File: config.mk
export PLATFORM = sky130hd
export DESIGN_NAME = fetch_stage
export DESIGN_NICKNAME = d
export VERILOG_FILES = /design/src/rtl/fetch_stage.sv
export SDC_FILE = /design/constraint.sdc
export NUM_CORES = 1
export LEC_CHECK = 0
export ABC_AREA = 1
export CAP_MARGIN = 20
export CORE_MARGIN = 8
export CORE_UTILIZATION = 50
export DETAILED_ROUTE_END_ITERATION = 7
export GPL_TIMING_DRIVEN = 0
export HOLD_SLACK_MARGIN = 0.05
export PLACE_DENSITY = 0.81
export SLEW_MARGIN = 40
export SYNTH_ARGS = -nofsm -noshare
export SYNTH_HDL_FRONTEND = slang
export SYNTH_SLANG_ARGS = --single-unit
File: constraint.sdc
create_clock -name clk -period 2.8 [get_ports clk]
set_clock_uncertainty 0.05 [all_clocks]
set_input_delay 0.42 -clock clk [delete_from_list [all_inputs] [get_ports clk]]
set_output_delay 0.42 -clock clk [all_outputs]
set_load 0.01 [all_outputs]
File: src/rtl/fetch_stage.sv
// fetch_stage: instruction fetch front end.
// Holds a byte PC, reads one word per cycle from a combinational ROM and
// buffers {pc, instr} pairs in a 2-entry FIFO presented to decode with a
// valid/ready handshake. Redirects flush the buffer and reload the PC; a
// misaligned redirect target parks the stage in FAULT until an aligned
// redirect arrives.
//
// Ports:
//   clk            clock, rising edge
//   rst            synchronous active-high reset
//   rom_addr       word index into program ROM ({2'b00, pc[31:2]})
//   rom_data       ROM word for rom_addr (combinational)
//   out_valid      head entry presented to decode
//   out_ready      decode accepts the head entry
//   out_instr      head instruction, NOP_INSTR when not valid
//   out_pc         head byte address, holds last value when not valid
//   redirect_valid branch/jump redirect request (highest priority)
//   redirect_pc    redirect byte target
//   fault          misaligned redirect target held
//   fault_pc       offending target address

package fetch_stage_pkg;
    localparam int unsigned XLEN = 32;

    typedef struct packed {
        logic [XLEN-1:0] pc;
        logic [XLEN-1:0] instr;
    } fetch_entry_t;
endpackage

module fetch_stage
    import fetch_stage_pkg::*;
#(
    parameter logic [31:0] RESET_PC  = 32'h0000_0000,
    parameter logic [31:0] NOP_INSTR = 32'h0000_0013
) (
    input  logic             clk,
    input  logic             rst,
    output logic [XLEN-1:0]  rom_addr,
    input  logic [XLEN-1:0]  rom_data,
    output logic             out_valid,
    input  logic             out_ready,
    output logic [XLEN-1:0]  out_instr,
    output logic [XLEN-1:0]  out_pc,
    input  logic             redirect_valid,
    input  logic [XLEN-1:0]  redirect_pc,
    output logic             fault,
    output logic [XLEN-1:0]  fault_pc
);

    localparam int unsigned CNT_W = 2;

    typedef enum logic {
        ST_RUN   = 1'b0,
        ST_FAULT = 1'b1
    } state_e;

    state_e              state_q, state_d;
    logic [XLEN-1:0]     pc_q, pc_d;
    logic [CNT_W-1:0]    count_q, count_d;
    fetch_entry_t        head_q, head_d;
    fetch_entry_t        tail_q, tail_d;
    logic                fault_q, fault_d;
    logic [XLEN-1:0]     fault_pc_q, fault_pc_d;
    logic [XLEN-1:0]     hold_pc_q, hold_pc_d;

    logic                deq;
    logic                fetch;
    fetch_entry_t        new_entry;

    // Outputs are thin views of the registered FIFO head and PC.
    assign rom_addr  = {2'b00, pc_q[XLEN-1:2]};
    assign out_valid = (count_q != CNT_W'(0));
    assign out_instr = out_valid ? head_q.instr : NOP_INSTR;
    assign out_pc    = out_valid ? head_q.pc : hold_pc_q;
    assign fault     = fault_q;
    assign fault_pc  = fault_pc_q;

    // Remember the last presented pc so out_pc holds across empty cycles.
    assign hold_pc_d = out_pc;

    // Next-state: redirect first, then fetch/dequeue bookkeeping in RUN.
    always_comb begin
        state_d         = state_q;
        pc_d            = pc_q;
        count_d         = count_q;
        head_d          = head_q;
        tail_d          = tail_q;
        fault_d         = fault_q;
        fault_pc_d      = fault_pc_q;
        deq             = 1'b0;
        fetch           = 1'b0;
        new_entry.pc    = pc_q;
        new_entry.instr = rom_data;

        if (redirect_valid) begin
            pc_d    = redirect_pc;
            count_d = CNT_W'(0);
            if (redirect_pc[1:0] != 2'b00) begin
                state_d    = ST_FAULT;
                fault_d    = 1'b1;
                fault_pc_d = redirect_pc;
            end else begin
                state_d = ST_RUN;
                fault_d = 1'b0;
            end
        end else begin
            case (state_q)
                ST_RUN: begin
                    deq   = out_valid && out_ready;
                    fetch = (count_q < CNT_W'(2)) || deq;
                end
                ST_FAULT: begin
                    deq   = 1'b0;
                    fetch = 1'b0;
                end
                default: begin
                    state_d = ST_RUN;
                end
            endcase
        end

        if (fetch) begin
            pc_d = pc_q + XLEN'(4);
        end

        // Head is always entry 0; with a full buffer the tail shifts up.
        case ({fetch, deq})
            2'b10: begin
                if (count_q == CNT_W'(0)) begin
                    head_d = new_entry;
                end else begin
                    tail_d = new_entry;
                end
                count_d = count_q + CNT_W'(1);
            end
            2'b01: begin
                head_d  = tail_q;
                count_d = count_q - CNT_W'(1);
            end
            2'b11: begin
                if (count_q == CNT_W'(2)) begin
                    head_d = tail_q;
                    tail_d = new_entry;
                end else begin
                    head_d = new_entry;
                end
            end
            default: begin
            end
        endcase
    end

    // State register with synchronous reset overriding any redirect.
    always_ff @(posedge clk) begin
        if (rst) begin
            state_q    <= ST_RUN;
            pc_q       <= RESET_PC;
            count_q    <= CNT_W'(0);
            head_q     <= '0;
            tail_q     <= '0;
            fault_q    <= 1'b0;
            fault_pc_q <= '0;
            hold_pc_q  <= '0;
        end else begin
            state_q    <= state_d;
            pc_q       <= pc_d;
            count_q    <= count_d;
            head_q     <= head_d;
            tail_q     <= tail_d;
            fault_q    <= fault_d;
            fault_pc_q <= fault_pc_d;
            hold_pc_q  <= hold_pc_d;
        end
    end

endmodule

==> run metrics <==
most frequent cells in the layout=inv_1, dfxtp_1, nand2_1, a21oi_1, clkdlybuf4s50_1; Antenna diodes=0; grt ovf=0; syn_area_per_cell=7.05 um^2; Worst-path clk slew=60 ps; vias in the first global route=10,300; Synth Cell Area=0.0103 mm^2; Clock Sinks=227; Finished Cell Area=0.0137 mm^2; clk_lat worst skew=510 ps; largest net degree at the start of global routing=14; CP arrival=2310 ps; Crit path largest cell delay=530 ps; Synth top area share=0.440; status=finished, final reports clean; Critical Path RT=2330 ps; Placement Setup Slack=-596 ps; final hold vios=0; Post-Route Setup TNS=0 ps; core area=0.0202 mm^2; clock root buffer=clkbuf_16; Die W=160 um; critical path's slowest cell=clkdlybuf4s50_1; starting density of the core=0.510; Slew @ Worst Pin=850 ps; met3 Track Usage GR=0.0632; Yosys top cell by area=dfxtp_1; share of cells above drive strength 1=0.104; WL/cell=16.8 um; CTS tree=done; global-route wire length before repair=52,600 um; startpoint types=flop; kind of critical path=flop to primary output; Worst Path Max Fanout=10; Max H-tree Level=1; initial antenna violation count=0; DRT Pass-1 Iters=5; Tot GR Track Use=0.247; f_max=0.360 GHz; clk buf depth=3; leakage power=0.00590 uW; sequential share of the synthesized area=0.440; Final Cycle Share=0.993; Row Count=52; commonest non-fill, non-tap cell in the layout=inv_1; Max-slew headroom=0.434; die height=160 um; worst path cell trace=inv_1 -> ha_2 -> inv_2 -> buf_4 -> clkbuf_4 -> nand2_1 -> nand2_1 -> clkdlybuf4s50_1; Antenna Violating Nets Remaining=0; Placement Cell Area=0.0126 mm^2; M1 GR Usage=0.307; drt total wl=33,200 um; nets=1,769; IO Port Bufs=195; Worst VDD drop=0.460 mV; Setup violations, final=0; Finished Core Util=0.675; busiest layer in global routing=met2; Ys Warns=0; TritonCTS buffer count=24; area grow syn2layout=32.2%; hold depth=2; Mapped Cells=1,464; Netlist cell types=36; drt via density=5.35; FF-to-FF path depth=17; Final WS setup=20.9 ps; HPWL Detailed=23,900 um; max cap viols=0; max-slew violations=0; DR iter-0 viols=896; Tot Pwr=8800 uW; routed vias=10,600; Hold Crit Class=flop to flop; crit end category=primary output; met2 Use GR=0.413; die footprint=0.0255 mm^2; RD Place Congestion=0.940; DRC Markers=0; minimum clock period=2780 ps; most used cell, CP=nand2_1; top post-synthesis cells by area=dfxtp_1, a21oi_1, o21ai_0, inv_1, nand2_1; I/O Pins=198; FF+latch count, synth=227; pwr dens=644 mW/mm^2
[state kept, by name, indices dropped and copies added, names as in the netlist]
signal and cells:
fault_pc 32, count_q 2, hold_pc_q 32, fault 1, pc_q 32, head_q 64, tail_q 64
[Yosys cell counts, drive strengths merged]
cell    instances
nor2          113
nand3          36
o21ai         197
clkbuf         50
nand2         212
or2             3
nor3            3
a21oi         199
dfxtp         227
a31oi           1
inv           255
a22oi           2
and2            1
o22ai          65
buf            72
conb            1
a221oi          1
o32ai           5
ha              6
xor2            1
o211ai          3
clkinv          2
a32oi           1
a211oi          8
[critical path, delay by kind of cell, from the launching register on]
family	cells	cell delay, ps
adders and majority gates	1	200
and+or+nand+nor	2	150
DFF	1	370
buffers and inverters	5	1060
[final timing paths]
| kind | endpoint | slack [ps] | startpoint |
|---|---|---|---|
| worst max register to register | head_q[40] | 30 | count_q[1] |
| worst min-delay path | tail_q[21] | 400 | tail_q[21] |
| worst min register to register | tail_q[21] | 400 | tail_q[21] |
| worst max-delay path | out_pc[2] | 20 | count_q[1] |
[final cells by class]
cell class | instances | area (um^2)
plain buffers | 121 | 752
clock buffers | 33 | 686
clock inverters | 7 | 40.0
fillers | 1700 | 6580
inverters | 257 | 967
multi-input cells | 859 | 4250
flip-flops and latches | 227 | 4550
well taps | 270 | 338
repair buffers | 205 | 2080
[power breakdown]
part / internal (uW) / switching, uW / leakage, uW
clock network: 1700 / 1290 / 0.000355
logic: 867 / 1140 / 0.00367
registers: 3600 / 205 / 0.00187
[logic make-up (layout without fill, tap and decap cells)]
group,count (synthesis),after routing,share of synthesized area
buffers and inverters,379,623,0.156
AO/OA/AOI/OAI,482,482,0.251
AND/OR/NAND/NOR,368,368,0.145
adder cells (fa/ha/maj),6,6,0.00727
XOR/XNOR,1,1,0.000848
other,1,2,0.000363
flip-flops,227,227,0.440
[metrics by stage]
step / instances / hold WS (ps)
floorplan: 1465 / 380
global placement: 1930 / 388
detailed placement: 1930 / 395
CTS: 1977 / 403
global route: 1979 / 417
finish: 1979 / 402
[layer usage]
layer	wire [um]	vias to the layer above	share of wire
met1	13900	4858	0.42
met2	15300	494	0.46
met4	834	0	0.025
met3	3230	75	0.097
met5	0	-	0
li1	-	5167	-
[what timing repair did]
item | in CTS | in global routing
pin swaps | 1 | 1
setup buffers | 7 | 3
endpoints found under the setup margin | 189 | 175
endpoints found under the hold margin | 0 | 0
hold buffers | 0 | 0
gates resized for setup | 45 | 102
(Power assumes the default switching activity.)
